### config.mk
export PLATFORM = sky130hd
export DESIGN_NAME = xrv32i_ifetch_flat
export DESIGN_NICKNAME = d
export VERILOG_FILES = /design/src/rtl/xrv32i_ifetch_pkg.sv /design/src/rtl/xrv32i_ifetch_if.sv /design/src/rtl/xrv32i_ifetch_fifo.sv /design/src/rtl/xrv32i_ifetch.sv /design/src/flat_wrapper.sv
export SDC_FILE = /design/constraint.sdc
export NUM_CORES = 1
export LEC_CHECK = 0
export ABC_AREA = 1
export BUFFER_PORTS_ARGS = -buffer_cell sky130_fd_sc_hd__buf_4
export CORE_MARGIN = 5
export CORE_UTILIZATION = 60
export DETAILED_ROUTE_END_ITERATION = 10
export PLACE_DENSITY = 0.88
export SETUP_SLACK_MARGIN = 0.4
export SLEW_MARGIN = 20
export SYNTH_ARGS = -nofsm -noshare
export SYNTH_HDL_FRONTEND = slang
export SYNTH_HIERARCHICAL = 1
export SYNTH_SLANG_ARGS = --single-unit
export TNS_END_PERCENT = 1
### constraint.sdc
create_clock -name clk -period 19.65 [get_ports clk]
set_input_delay 1.965 -clock clk [delete_from_list [all_inputs] [get_ports clk]]
set_output_delay 1.965 -clock clk [all_outputs]
set_load 0.01 [all_outputs]
### src/rtl/xrv32i_ifetch_pkg.sv
// Shared fetch-unit definitions: FSM state encoding, buffer depth limits and bus device select.
// Defining XRV32I_IFETCH_FAULT_EN adds the HALT state used after a misaligned redirect.
package xrv32i_ifetch_pkg;

  localparam int BUF_DEPTH_MIN = 2;
  localparam int BUF_DEPTH_MAX = 4;
  localparam int ENTRY_W       = 64;

  // Device select lives in the top address nibble of the simulation bus.
  localparam int         DEV_SEL_LSB  = 28;
  localparam logic [3:0] DEV_SEL_IMEM = 4'h0;
  localparam logic [3:0] DEV_SEL_DMEM = 4'h1;
  localparam logic [3:0] DEV_SEL_UART = 4'h2;

  typedef enum logic [2:0] {
    ST_IDLE  = 3'd0,
    ST_REQ   = 3'd1,
    ST_WAIT  = 3'd2,
    ST_FLUSH = 3'd3
`ifdef XRV32I_IFETCH_FAULT_EN
    , ST_HALT = 3'd4
`endif
  } fetch_state_e;

  // Only 2 and 4 are meaningful depths; anything else collapses to one of them.
  function automatic int legal_depth(input int d);
    return (d >= BUF_DEPTH_MAX) ? BUF_DEPTH_MAX : BUF_DEPTH_MIN;
  endfunction

endpackage

### src/rtl/xrv32i_ifetch_if.sv
// Instruction-fetch bus: fetch unit is master, memory/bus fabric is slave.
interface xrv32i_ifetch_if;

  // Handshake: master holds bus_req_out with a stable bus_addr_out until a cycle
  // with bus_grant_in=1; the slave later raises bus_ack_in for exactly one cycle
  // with bus_data_in valid. One transaction is outstanding at a time.
  logic        bus_req_out;
  logic [31:0] bus_addr_out;
  logic        bus_grant_in;
  logic        bus_ack_in;
  logic [31:0] bus_data_in;

  modport master (
    output bus_req_out,
    output bus_addr_out,
    input  bus_grant_in,
    input  bus_ack_in,
    input  bus_data_in
  );

  modport slave (
    input  bus_req_out,
    input  bus_addr_out,
    output bus_grant_in,
    output bus_ack_in,
    output bus_data_in
  );

endinterface

### src/rtl/xrv32i_ifetch_fifo.sv
// Instruction buffer: {addr, data} entries, synchronous flush that beats push and pop.
module xrv32i_ifetch_fifo
  import xrv32i_ifetch_pkg::*;
#(
  parameter int DEPTH = 2
) (
  input  logic                     clk,
  input  logic                     rst,
  input  logic                     push,
  input  logic                     pop,
  input  logic                     flush,
  input  logic [ENTRY_W-1:0]       din,
  output logic [ENTRY_W-1:0]       dout,
  output logic [$clog2(DEPTH):0]   count,
  output logic                     empty
);

  localparam int PTR_W = $clog2(DEPTH);
  localparam logic [PTR_W:0] DEPTH_C = (PTR_W + 1)'(DEPTH);

  logic [ENTRY_W-1:0] mem [DEPTH];
  logic [PTR_W-1:0]   rd_ptr;
  logic [PTR_W-1:0]   wr_ptr;
  logic               full;
  logic               push_ok;
  logic               pop_ok;

  assign empty   = (count == '0);
  assign full    = (count == DEPTH_C);
  assign push_ok = push && !full && !flush;
  assign pop_ok  = pop && !empty && !flush;
  assign dout    = mem[rd_ptr];

  always_ff @(posedge clk or negedge rst) begin
    if (!rst) begin
      rd_ptr <= '0;
      wr_ptr <= '0;
      count  <= '0;
    end else if (flush) begin
      rd_ptr <= '0;
      wr_ptr <= '0;
      count  <= '0;
    end else begin
      if (push_ok) wr_ptr <= wr_ptr + 1'b1;
      if (pop_ok)  rd_ptr <= rd_ptr + 1'b1;
      case ({push_ok, pop_ok})
        2'b10:   count <= count + 1'b1;
        2'b01:   count <= count - 1'b1;
        default: count <= count;
      endcase
    end
  end

  // Storage carries no reset; readers only look at it while the count is non-zero.
  always_ff @(posedge clk) begin
    if (push_ok) mem[wr_ptr] <= din;
  end

endmodule

### src/rtl/xrv32i_ifetch.sv
// RV32I instruction fetch: bus fetch FSM feeding an instruction buffer toward the core.
// Build option XRV32I_IFETCH_FAULT_EN: misaligned redirects raise fault_out and halt fetching.
module xrv32i_ifetch
  import xrv32i_ifetch_pkg::*;
#(
  parameter logic [31:0] RESET_PC  = 32'h0000_0000,
  parameter int          BUF_DEPTH = 2
) (
  input  logic                  clk,
  input  logic                  rst,
  input  logic                  jump_in,
  input  logic [31:0]           pc_in,
  input  logic                  stall_in,
  output logic [31:0]           inst_out,
  output logic [31:0]           inst_addr_out,
  output logic                  inst_valid_out,
  xrv32i_ifetch_if.master       bus,
`ifdef XRV32I_IFETCH_FAULT_EN
  output logic                  fault_out,
`endif
  output fetch_state_e          fsm_state
);

  localparam int DEPTH = legal_depth(BUF_DEPTH);
  localparam int CNT_W = $clog2(DEPTH) + 1;
  localparam logic [CNT_W-1:0] DEPTH_C = CNT_W'(DEPTH);

  fetch_state_e       state;
  fetch_state_e       state_nx;
  logic [31:0]        fetch_pc;
  logic [31:0]        fetch_pc_nx;
  logic [31:0]        tx_addr;
  logic [31:0]        jump_pc;
  logic               jump_ok;
  logic               fault_hit;
  logic               push;
  logic               pop;
  logic               flush;
  logic [CNT_W-1:0]   count;
  logic [CNT_W-1:0]   count_after;
  logic [ENTRY_W-1:0] head;
  logic               empty;

`ifdef XRV32I_IFETCH_FAULT_EN
  logic fault_q;

  assign fault_hit = jump_in && (pc_in[1:0] != 2'b00) && (state != ST_HALT);
  assign jump_ok   = jump_in && !fault_hit && (state != ST_HALT);
  assign fault_out = fault_q;

  always_ff @(posedge clk or negedge rst) begin
    if (!rst) fault_q <= 1'b0;
    else      fault_q <= fault_q | fault_hit;
  end
`else
  assign fault_hit = 1'b0;
  assign jump_ok   = jump_in;
`endif

  assign jump_pc        = pc_in & 32'hFFFF_FFFC;
  assign flush          = jump_ok || fault_hit;
  assign inst_valid_out = !empty;
  assign pop            = inst_valid_out && !stall_in && !flush;
  assign inst_out       = inst_valid_out ? head[31:0]  : 32'h0;
  assign inst_addr_out  = inst_valid_out ? head[63:32] : 32'h0;
  assign count_after    = count + CNT_W'(1) - CNT_W'(pop);
  assign fsm_state      = state;

  xrv32i_ifetch_fifo #(.DEPTH(DEPTH)) u_fifo (
    .clk   (clk),
    .rst   (rst),
    .push  (push),
    .pop   (pop),
    .flush (flush),
    .din   ({fetch_pc, bus.bus_data_in}),
    .dout  (head),
    .count (count),
    .empty (empty)
  );

  always_ff @(posedge clk or negedge rst) begin
    if (!rst) begin
      state    <= ST_IDLE;
      fetch_pc <= RESET_PC;
      tx_addr  <= '0;
    end else begin
      state    <= state_nx;
      fetch_pc <= fetch_pc_nx;
      // Address of the in-flight access, kept stable while a redirect drains it.
      if (state == ST_REQ) tx_addr <= fetch_pc;
    end
  end

  always_comb begin
    state_nx         = state;
    fetch_pc_nx      = fetch_pc;
    push             = 1'b0;
    bus.bus_req_out  = 1'b0;
    bus.bus_addr_out = 32'h0;
    unique case (state)
      ST_IDLE: begin
        if (count < DEPTH_C) state_nx = ST_REQ;
      end
      ST_REQ: begin
        bus.bus_req_out  = 1'b1;
        bus.bus_addr_out = fetch_pc;
        if (bus.bus_grant_in) state_nx = ST_WAIT;
      end
      ST_WAIT: begin
        bus.bus_req_out  = 1'b1;
        bus.bus_addr_out = tx_addr;
        if (bus.bus_ack_in) begin
          push        = 1'b1;
          fetch_pc_nx = fetch_pc + 32'd4;
          state_nx    = (count_after < DEPTH_C) ? ST_REQ : ST_IDLE;
        end
      end
      ST_FLUSH: begin
        bus.bus_req_out  = 1'b1;
        bus.bus_addr_out = tx_addr;
        if (bus.bus_ack_in) state_nx = ST_REQ;
      end
`ifdef XRV32I_IFETCH_FAULT_EN
      ST_HALT: begin
        state_nx = ST_HALT;
      end
`endif
      default: begin
        state_nx = ST_IDLE;
      end
    endcase

    // A redirect discards any same-cycle ack; a still-pending access must drain in FLUSH.
    if (jump_ok) begin
      push        = 1'b0;
      fetch_pc_nx = jump_pc;
      if ((state == ST_WAIT || state == ST_FLUSH) && !bus.bus_ack_in) state_nx = ST_FLUSH;
      else                                                           state_nx = ST_REQ;
    end

`ifdef XRV32I_IFETCH_FAULT_EN
    if (fault_hit) begin
      push     = 1'b0;
      state_nx = ST_HALT;
    end
`endif
  end

endmodule

### src/flat_wrapper.sv
// flat-port wrapper written by rule: the top's interface ports become plain ports
module xrv32i_ifetch_flat import xrv32i_ifetch_pkg::*;
#(
  parameter logic [31:0] RESET_PC  = 32'h0000_0000,
  parameter int          BUF_DEPTH = 2
)
  (clk, rst, jump_in, pc_in, stall_in, inst_out, inst_addr_out, inst_valid_out, fsm_state, bus_bus_req_out, bus_bus_addr_out, bus_bus_grant_in, bus_bus_ack_in, bus_bus_data_in);
  xrv32i_ifetch_if bus_i ();
  input  logic clk;
  input  logic rst;
  input  logic jump_in;
  input  logic [31:0] pc_in;
  input  logic stall_in;
  output logic [31:0] inst_out;
  output logic [31:0] inst_addr_out;
  output logic inst_valid_out;
  output fetch_state_e fsm_state;
  output wire logic [$bits(bus_i.bus_req_out)-1:0] bus_bus_req_out;
  output wire logic [$bits(bus_i.bus_addr_out)-1:0] bus_bus_addr_out;
  input wire logic [$bits(bus_i.bus_grant_in)-1:0] bus_bus_grant_in;
  input wire logic [$bits(bus_i.bus_ack_in)-1:0] bus_bus_ack_in;
  input wire logic [$bits(bus_i.bus_data_in)-1:0] bus_bus_data_in;
  assign bus_bus_req_out = bus_i.bus_req_out;
  assign bus_bus_addr_out = bus_i.bus_addr_out;
  assign bus_i.bus_grant_in = bus_bus_grant_in;
  assign bus_i.bus_ack_in = bus_bus_ack_in;
  assign bus_i.bus_data_in = bus_bus_data_in;
  xrv32i_ifetch #(.RESET_PC(RESET_PC), .BUF_DEPTH(BUF_DEPTH)) u_core (.clk(clk), .rst(rst), .jump_in(jump_in), .pc_in(pc_in), .stall_in(stall_in), .inst_out(inst_out), .inst_addr_out(inst_addr_out), .inst_valid_out(inst_valid_out), .bus(bus_i), .fsm_state(fsm_state));
endmodule
Yosys cells after proc, flatten, opt, wreduce, memory -nomap -nowiden
Memory sizes are Yosys's and may differ from the RTL's.
Index checks and enable logic that the tools add are counted.
{"block": "totals", "memories": 1, "reg_bits": 71, "ramBits": 128, "wordCells": 75}
{"block": "classes", "eq_ne": 10, "add_sub_neg": 6, "reduce_logical": 24, "mux": 26, "order_cmp": 2}
{"memory": "u_core.u_fifo.mem", "depth": 2, "width": 64, "read_ports": 1, "rd_clocked_by_memory_dff": 0, "write_ports": 1, "line": "xrv32i_ifetch_fifo.sv:21", "text": "logic [ENTRY_W-1:0] mem [DEPTH];"}
{"operator": "32-bit two-way mux", "count": 5}
{"operator": "32-bit case mux with 2 select lines", "count": 1}
{"operator": "32-bit by 3-bit adder with 32-bit output (second input constant)", "count": 1}
{"operator": "3-bit two-way mux", "count": 5}
{"operator": "3-bit case mux with 4 select lines", "count": 1}
{"operator": "1-bit two-way mux", "count": 11}
{"operator": "3-bit inequality test (second input constant)", "count": 3}
{"operator": "2-bit nonzero test", "count": 4}
{"operator": "1-bit logical AND", "count": 7}
{"operator": "3-bit by 2-bit == test with 1-bit output (second input constant)", "count": 2}
{"operator": "1-bit logical NOT", "count": 5}
{"operator": "2-bit == test (second input constant)", "count": 2}
{"operator": "2-bit < comparator (second input constant)", "count": 2}
{"operator": "2-bit two-way mux", "count": 2}
{"operator": "2-bit case mux with 2 select lines", "count": 1}
{"operator": "4-bit AND reduction", "count": 1}
{"operator": "3-bit by 1-bit == test with 1-bit output (second input constant)", "count": 1}
{"operator": "3-bit logical NOT", "count": 1}
{"operator": "3-bit by 2-bit inequality test with 1-bit output (second input constant)", "count": 1}
{"operator": "3-bit nonzero test", "count": 1}
{"operator": "3-bit OR reduction", "count": 1}
{"operator": "1-bit adder (second input constant)", "count": 2}
{"operator": "2-bit by 1-bit adder with 2-bit output (second input constant)", "count": 1}
{"operator": "2-bit by 1-bit == test with 1-bit output (second input constant)", "count": 1}
{"operator": "other kinds (6)", "count": 6}

Logic depth before layout (Yosys ltp)
Gate-level depths: netlist (run 1).
{"block": "depth", "depth_word": 10, "ltp_mapped": 13, "depth_no_buf": 13}

Modules after synthesis
Netlist (run 1), hierarchy kept.
{"mod": "xrv32i_ifetch_fifo", "area_per_inst_um2": 4923.5, "cells_each": 376, "instances": 1, "seq_area_each_um2": 3943.8}
{"mod": "xrv32i_ifetch", "area_per_inst_um2": 4389.2, "cells_each": 719, "instances": 1, "seq_area_each_um2": 1551.5}

Least setup slack after synthesis (run 1)
Ideal clock, no wire load.
{"block": "synth_timing", "path_kind": "input to register", "from": "input port jump_in", "to": "memory u_core.u_fifo.mem[1][0] (enable)", "cell_stages": 6, "arrival_ps": 6901, "required_time_ps": 19085, "path_slack_ps": 12184, "n_path_buf": 1, "cell_sequence": "buf_2 > inv_2 > nand2_1 > inv_1 > nand2_4 > nor3_1"}
{"block": "synth_between", "elab_chain_len": 5}
{"element": "from (decl)", "line": "flat_wrapper.sv:11", "text": "input logic jump_in;"}
{"element": "1-bit two-way mux", "line": "xrv32i_ifetch.sv:134", "text": "if (jump_ok) begin"}
{"element": "via u_core.push", "line": "xrv32i_ifetch.sv:36", "text": "logic push;"}
{"element": "1-bit logical AND (2 in a row)", "line": "xrv32i_ifetch_fifo.sv:30", "text": "assign push_ok = push && !full && !flush;"}
{"element": "1-bit two-way mux", "line": "xrv32i_ifetch_fifo.sv:56", "text": "if (push_ok) mem[wr_ptr] <= din;"}
{"element": "1-bit two-way mux (not written as such)", "line": "xrv32i_ifetch_fifo.sv:56"}
{"element": "to (decl)", "line": "xrv32i_ifetch_fifo.sv:21"}
The timed path passes the listed nets, and every way through them passes these cells.

Worst setup path in the final report (run 1)
{"block": "layout_timing", "from": "register u_core.u_fifo.rd_ptr", "to": "output port inst_out[15]"}
{"block": "layout_between", "elab_chain_len": 2}
{"element": "from (decl)", "line": "xrv32i_ifetch_fifo.sv:22", "text": "logic [PTR_W-1:0] rd_ptr;"}
{"element": "from (signal assigned)", "line": "xrv32i_ifetch_fifo.sv:45", "text": "if (pop_ok) rd_ptr <= rd_ptr + 1'b1;"}
{"element": "memory read 2 x 64 bit"}
{"element": "via u_core.head[15]", "line": "xrv32i_ifetch.sv:41", "text": "logic [ENTRY_W-1:0] head;"}
{"element": "32-bit two-way mux", "line": "xrv32i_ifetch.sv:64", "text": "assign inst_out = inst_valid_out ? head[31:0] : 32'h0;"}
{"element": "to (decl)", "line": "flat_wrapper.sv:14", "text": "output logic [31:0] inst_out;"}
The timed path passes the listed nets, and every way through them passes these cells.

==> flow_metrics.py, run 1 <==
metrics = {
    "outcome": {
        "run_status": "completed",
    },
    "clock_tree": {
        "cts_tree": "built",
        "postCtsHoldBufs": 0,
        "h-tree-depth": 4,
        "clock_latency_ns": 0.42,
        "ctsLongestPathBuffers": 2,
        "clkSinkCount": 194,
        "cts.reportedPaths.clkPinSlew_ns": 0.06,
        "clk_root_buffer_cell": "sky130_fd_sc_hd__clkbuf_16",
        "cts_inserted_buffers": 17,
        "setup_fix_buffers_added_after_clock_tree_synthesis": 0,
        "cts.repair.resized": 0,
    },
    "drt": {
        "ant_nets": 0,
        "drt_iter0_markers": 641,
        "overall_via_count_from_detail_route": 7643,
        "vias_per_std_cell": 5.29,
        "final_routed_wirelength_microns": 21900,
        "drt_pre_antenna_iters": 6,
        "routedWlPerCell_microns": 15.2,
        "drcViolationCount": 0,
    },
    "synth": {
        "netlist_area_sq_um": 9310,
        "yosys.cell_count.top_type": "sky130_fd_sc_hd__nand2_1",
        "yosysUniqueCellTypes": 35,
        "asyncSetResetFlopFracSynth": 0.340,
        "synth_common_cells": "sky130_fd_sc_hd__nand2_1 (473), sky130_fd_sc_hd__edfxtp_1 (128), sky130_fd_sc_hd__inv_1 (115)",
        "yosys_register_bits": 194,
        "yosysTopAreaCellShare": 0.413,
        "synth_sequential_area_ratio": 0.590,
        "synth-edff-count": 128,
        "postSynthCellCount": 1095,
        "synth.top_cells.by_area": "sky130_fd_sc_hd__edfxtp_1 (41%), sky130_fd_sc_hd__nand2_1 (19%), sky130_fd_sc_hd__dfrtp_1 (18%), sky130_fd_sc_hd__inv_1 (4.6%), sky130_fd_sc_hd__nor2_1 (4.4%)",
        "yosysWarningCount": 6,
        "synth_flop_cell": "sky130_fd_sc_hd__edfxtp_1",
        "post_synth.cell_area_avg_sq_um": 8.50,
        "synth_top_cell_by_area": "sky130_fd_sc_hd__edfxtp_1",
    },
    "timing": {
        "setup_violations": 0,
        "final_skew_ns": 0.00572,
        "finalHoldViolCount": 0,
        "grt_setup_unrepaired": "false",
        "worst_slew_margin_rel": 0.335,
        "timing_worst_slew_pin_value_ns": 0.998,
        "post-route-min-period_ns": 4.93,
        "report.final.slew_viol_count": 0,
        "timing.fmax_mhz": 203,
        "finalCritPeriodShare": 0.251,
        "fin_tns_setup_ns": 0,
    },
    "critical_path": {
        "required_arrival_time_at_the_worst_endpoint_ns": 17.68,
        "crit_path_max_fanout": 66,
        "critical_path.reg2reg.startpoint": "u_core/fsm_state[0]",
        "timing.critical_path.from_type": "flip-flop",
        "endpoint_kind": "output pin",
        "timing_worst_setup_path_type": "reg -> out",
        "arrival_ns": 2.96,
        "startpoint": "u_core/u_fifo/rd_ptr",
    },
    "cells_and_area": {
        "sequential_cell_area_sq_um": 5500,
        "final_layout_size_suffix_gt1_frac": 0.180,
        "fill_cells": 1086,
        "antennaDiodeCount": 0,
        "multi_input_comb_area_sq_um": 3180,
        "design.final.nets": 1320,
        "fin_cells": 1444,
        "areaGrowthSynthToFinish_pct": 19.7,
    },
    "die": {
        "dieArea_sq_um": 18100,
        "die_h_microns": 135,
        "core_area_sq_um": 15200,
        "count_of_boundary_i_o_pins": 171,
        "die_width_microns": 135,
        "initial_utilization": 0.613,
        "std_cell_rows": 45,
    },
    "pwr": {
        "irDropWorstVdd_mv": 0.110,
        "leakage_uw": 0.00532,
        "power_density_nw_per_um2": 108,
    },
    "placement": {
        "dp_cells": 1412,
        "numPortBuffers": 165,
        "globalplace.congestion": 0.888,
        "place_hpwl_microns": 14600,
    },
    "global_route": {
        "grt_overflow": 0,
        "grt_pass1_vias": 7106,
        "antenna_found_initial": 0,
        "track_usage": 0.245,
        "grt_pass1_wl_microns": 35500,
        "grt_max_degree": 68,
    },
    "job": {
        "max-cap-violations": 0,
    },
    "min_path": {
        "worstHoldStart": "u_core/tx_addr[31]",
        "hold_path_class": "reg -> reg",
    },
}
[cells by family after synthesis]
group,after synthesis,share of synthesized area
adders and majority gates,7,0.00940
buffers and inverters,166,0.0727
DFF,194,0.590
AOI/OAI and AO/OA,70,0.0415
and+or+nand+nor,654,0.283
other,1,0.000403
xor gates and xnor gates,3,0.00282
[critical path: stages (launching register included)]
cell,delay (ns)
sky130_fd_sc_hd__dfrtp_2,0.34
sky130_fd_sc_hd__buf_4,0.55
sky130_fd_sc_hd__clkinv_2,0.95
sky130_fd_sc_hd__nand2_1,0.29
sky130_fd_sc_hd__nand2_1,0.09
sky130_fd_sc_hd__inv_1,0.08
sky130_fd_sc_hd__nor2_1,0.05
sky130_fd_sc_hd__buf_4,0.18
[metal layers]
metal / track usage / vias to the layer above / routed length [microns] / part of all wire
met5: 0 / - / 0 / 0
met2: 0.392 / 365 / 10500 / 0.48
met1: 0.334 / 3527 / 9050 / 0.41
met3: 0.0551 / 37 / 2040 / 0.093
met4: 0.0826 / 0 / 407 / 0.019
li1: - / 3714 / - / -
[placed cells by master (no fill, tap or decap), types with 2 or more instances in the layout]
| cell type | synthesis | layout |
|---|---|---|
| sky130_fd_sc_hd__o21ai_0 | 17 | 17 |
| sky130_fd_sc_hd__ha_1 | 7 | 6 |
| sky130_fd_sc_hd__nor2_1 | 109 | 108 |
| sky130_fd_sc_hd__nor2_2 | 5 | 5 |
| sky130_fd_sc_hd__buf_4 | 4 | 169 |
| sky130_fd_sc_hd__nand3b_1 | 2 | 2 |
| sky130_fd_sc_hd__dfrtp_1 | 66 | 65 |
| sky130_fd_sc_hd__nor3_1 | 4 | 3 |
| sky130_fd_sc_hd__nand3_1 | 43 | 43 |
| sky130_fd_sc_hd__xnor2_1 | 2 | 2 |
| sky130_fd_sc_hd__inv_2 | 5 | 6 |
| sky130_fd_sc_hd__conb_1 | 1 | 7 |
| sky130_fd_sc_hd__clkbuf_1 | 20 | 8 |
| sky130_fd_sc_hd__clkinv_2 | 0 | 6 |
| sky130_fd_sc_hd__o21bai_1 | 2 | 2 |
| sky130_fd_sc_hd__o211ai_1 | 6 | 6 |
| sky130_fd_sc_hd__nand3_2 | 2 | 2 |
| sky130_fd_sc_hd__edfxtp_1 | 128 | 128 |
| sky130_fd_sc_hd__nand2_1 | 473 | 473 |
| sky130_fd_sc_hd__clkbuf_16 | 0 | 18 |
| sky130_fd_sc_hd__nand2_4 | 3 | 3 |
| sky130_fd_sc_hd__inv_1 | 115 | 113 |
| sky130_fd_sc_hd__nor2_4 | 7 | 8 |
| sky130_fd_sc_hd__nand2_2 | 4 | 4 |
| sky130_fd_sc_hd__o221ai_1 | 2 | 2 |
| sky130_fd_sc_hd__a21oi_1 | 39 | 39 |
[final cells by class]
type / count / share of cell area
clock buffers: 26 / 0.0431
clock inverters: 6 / 0.00303
inverters: 120 / 0.0405
multi-input cells: 741 / 0.285
flip-flops and latches: 194 / 0.493
well taps: 188 / 0.0211
repair buffers: 169 / 0.114
[path summary, 6_finish.rpt]
| kind | cells past startpoint | slack, ns | to |
|---|---|---|---|
| max reg2reg | 11 | 16.34 | u_core/u_fifo/mem[0][60] |
| max in group asynchronous | 1 | 17.37 | u_core/u_fifo/rd_ptr |
| min reg2reg | 2 | 0.48 | u_core/tx_addr[31] |
| max | 7 | 14.72 | inst_out[15] |
| min | 2 | 0.48 | u_core/tx_addr[31] |
| min in group asynchronous | 1 | 1.64 | u_core/tx_addr[26] |
[state kept, by name, indices dropped and copies added (netlist names)]
register	flops
u_core/tx_addr	30
u_core/u_fifo/mem	128
u_core/fetch_pc	30
u_core/u_fifo/wr_ptr	1
u_core/u_fifo/rd_ptr	1
u_core/u_fifo/count	2
u_core/fsm_state	2
[per-stage QoR]
stage | util | power [uW] | cell area [sq um] | hold slack (ns) | setup WS, ns
after CTS | 0.733 | 1210 | 11100 | 0.474 | 14.96
after global routing | 0.733 | 1280 | 11100 | 0.493 | 14.46
after detailed placement | 0.699 | 901 | 10600 | 0.459 | 14.72
final | 0.733 | 1200 | 11100 | 0.476 | 14.72
after floorplan | - | 737 | 9340 | 0.442 | 12.18
after global placement | 0.699 | 889 | 10600 | 0.453 | 14.77
[power by group]
part	switching [uW]	internal, uW
Sequential	42.6	485
Clock	138	169
Combinational	218	150
(Power assumes the default switching activity.)
==> run 2, diff against run 1 <==
--- a/config.mk
+++ b/config.mk
@@ -8,9 +8,9 @@
 export ABC_AREA = 1
 export BUFFER_PORTS_ARGS = -buffer_cell sky130_fd_sc_hd__buf_4
 export CORE_MARGIN = 5
-export CORE_UTILIZATION = 60
+export CORE_UTILIZATION = 51
 export DETAILED_ROUTE_END_ITERATION = 10
-export PLACE_DENSITY = 0.88
+export PLACE_DENSITY = 0.8
 export SETUP_SLACK_MARGIN = 0.4
 export SLEW_MARGIN = 20
 export SYNTH_ARGS = -nofsm -noshare
==> constraint.sdc (replaced) <==
create_clock -name clk -period 4 [get_ports clk]
set_input_delay 0.4 -clock clk [delete_from_list [all_inputs] [get_ports clk]]
set_output_delay 0.4 -clock clk [all_outputs]
set_load 0.01 [all_outputs]
==> run 2 against run 1 <==
Against the previous run: clock skew rose by 0.0014 ns; worst hold slack got worse by 0.40 ns; power rose to 5.0 times the previous value; design area rose by 1.4%; clock power rose to 5.4 times the previous value; critical path depth fell by 1; register-to-register slack got worse by 15 ns; largest cell class unchanged; largest power group unchanged; highest routed layer unchanged.
==> flow_metrics.py, run 2 (same netlist as run 1, synthesis figures left out) <==
metrics = {
    "drt": {
        "drcViolationCount": 0,
        "vias_per_std_cell": 5.05,
        "drt_iter0_markers": 620,
        "routedWlPerCell_microns": 14.5,
        "drt_pre_antenna_iters": 6,
        "ant_nets": 0,
        "final_routed_wirelength_microns": 21600,
        "overall_via_count_from_detail_route": 7509,
    },
    "job": {
        "max-cap-violations": 0,
    },
    "critical_path": {
        "timing.critical_path.from_type": "flip-flop",
        "crit-reg2reg-capture": "u_core/u_fifo/mem[0][2]",
        "endpoint_kind": "output pin",
        "crit_path_max_fanout": 31,
        "required_arrival_time_at_the_worst_endpoint_ns": 3.60,
        "startpoint": "u_core/fsm_state[0]",
        "arrival_ns": 2.53,
        "reg2reg_slack_ns": 1.14,
        "worst-r2r-cell-count": 11,
        "cp-endpoint": "bus_bus_addr_out[6]",
        "critical_path.reg2reg.startpoint": "u_core/fsm_state[0]",
        "timing_worst_setup_path_type": "reg -> out",
    },
    "clock_tree": {
        "postCtsHoldBufs": 0,
        "clock_latency_ns": 0.43,
        "clkSinkCount": 194,
        "cts.repair.resized": 0,
        "cts.reportedPaths.clkPinSlew_ns": 0.07,
        "clk_root_buffer_cell": "sky130_fd_sc_hd__clkbuf_16",
        "cts_tree": "built",
        "setup_fix_buffers_added_after_clock_tree_synthesis": 0,
        "cts_inserted_buffers": 17,
        "h-tree-depth": 4,
        "ctsLongestPathBuffers": 2,
    },
    "placement": {
        "placedInstanceArea_sq_um": 10700,
        "globalplace.congestion": 0.899,
        "numPortBuffers": 165,
        "place_hpwl_microns": 14900,
        "post_place_setup_slack_ns": 1.08,
        "dp_cells": 1455,
    },
    "pwr": {
        "power_share_of_the_clock_group": 0.272,
        "intPower_uw": 3960,
        "power_density_nw_per_um2": 535,
        "power.share.sequential": 0.428,
        "irDropWorstVdd_mv": 0.421,
        "p_comb_frac": 0.300,
        "leakage_uw": 0.00538,
        "power_switching_uw": 2090,
        "p_sw_frac": 0.345,
    },
    "outcome": {
        "run_status": "completed",
    },
    "die": {
        "initial_utilization": 0.518,
        "count_of_boundary_i_o_pins": 171,
        "std_cell_rows": 49,
        "die_width_microns": 145,
        "die_h_microns": 145,
        "core_area_sq_um": 18000,
        "dieArea_sq_um": 21100,
    },
    "cells_and_area": {
        "areaGrowthSynthToFinish_pct": 21.4,
        "final_area_sq_um": 11300,
        "largestRegisters": "u_core/u_fifo/mem (128), u_core/fetch_pc (30), u_core/tx_addr (30)",
        "antennaDiodeCount": 0,
        "mostFrequentLayoutCells": "sky130_fd_sc_hd__nand2_1 (473), sky130_fd_sc_hd__buf_4 (169), sky130_fd_sc_hd__edfxtp_1 (128)",
        "largest_register_ff_count": 128,
        "fin_cells": 1487,
        "layout_commonest_cell": "sky130_fd_sc_hd__nand2_1",
        "fill_cells": 1482,
        "largest-register": "u_core/u_fifo/mem",
        "final_layout_size_suffix_gt1_frac": 0.187,
        "design.final.nets": 1322,
        "finish.utilization": 0.629,
    },
    "global_route": {
        "track_usage": 0.205,
        "grt_max_degree": 67,
        "grt_pass1_wl_microns": 35500,
        "grt_pass1_vias": 7148,
        "grt_overflow": 0,
        "antenna_found_initial": 0,
    },
    "timing": {
        "fin_tns_setup_ns": 0,
        "timing.fmax_mhz": 341,
        "final_setup_slack_of_the_worst_path_ns": 1.07,
        "worst_slew_margin_rel": 0.289,
        "grt_setup_unrepaired": "false",
        "report.final.slew_viol_count": 0,
        "setup_violations": 0,
        "post-route-min-period_ns": 2.93,
        "finalCritPeriodShare": 0.733,
        "final_skew_ns": 0.00709,
        "finalHoldViolCount": 0,
        "timing_worst_slew_pin_value_ns": 1.07,
    },
    "min_path": {
        "hold_path_class": "in -> async",
    },
}
run 2: worst min-delay path by stage:
| stage | endpoint | cells past startpoint |
|---|---|---|
| 2_1_floorplan | u_core/fetch_pc[10] | 0 |
| 3_3_place_gp | u_core/tx_addr[2] | 2 |
| 3_5_place_dp | u_core/tx_addr[6] | 2 |
| 4_1_cts | u_core/tx_addr[27] | 1 |
| 5_1_grt | u_core/u_fifo/mem[1][27] | 1 |
| 6_report | u_core/tx_addr[27] | 1 |
run 2: layout make-up:
class | count | area (sq um) | share of cell area
Clock inverter | 15 | 153 | 0.0135
Multi-Input combinational cell | 741 | 3180 | 0.281
Tap cell | 229 | 287 | 0.0253
Clock buffer | 17 | 425 | 0.0376
Inverter | 120 | 452 | 0.0400
Timing Repair Buffer | 171 | 1310 | 0.116
Sequential cell | 194 | 5500 | 0.486
run 2: metrics by stage:
step | hold WS [ns] | power [uW]
final | 0.0725 | 6050
after global routing | 0.122 | 6420
after global placement | 0.454 | 4400
after detailed placement | 0.459 | 4440
after CTS | 0.0941 | 6090
after floorplan | 0.104 | 3620
run 2: power by group through the flow:
stage / Combinational (uW) / Clock [uW] / Sequential [uW]
after CTS: 1830 / 1680 / 2580
after floorplan: 1060 / 0 / 2560
after global placement: 1790 / 0 / 2600
after global routing: 2050 / 1760 / 2620
after detailed placement: 1820 / 0 / 2620
final: 1810 / 1650 / 2590
run 2: critical path: stages (launching register included):
cell,delay [ns]
sky130_fd_sc_hd__dfrtp_1,0.45
sky130_fd_sc_hd__inv_1,0.13
sky130_fd_sc_hd__ha_1,0.21
sky130_fd_sc_hd__or2_1,0.80
sky130_fd_sc_hd__nand2_1,0.13
sky130_fd_sc_hd__a21oi_1,0.21
sky130_fd_sc_hd__buf_4,0.16
run 2: metal layers:
| metal | global-route usage | vias to the layer above | routed length, microns |
|---|---|---|---|
| met5 | 0 | - | 0 |
| met4 | 0.0620 | 0 | 378 |
| met3 | 0.0446 | 33 | 1740 |
| met2 | 0.325 | 295 | 10000 |
| met1 | 0.285 | 3455 | 9470 |
| li1 | - | 3726 | - |
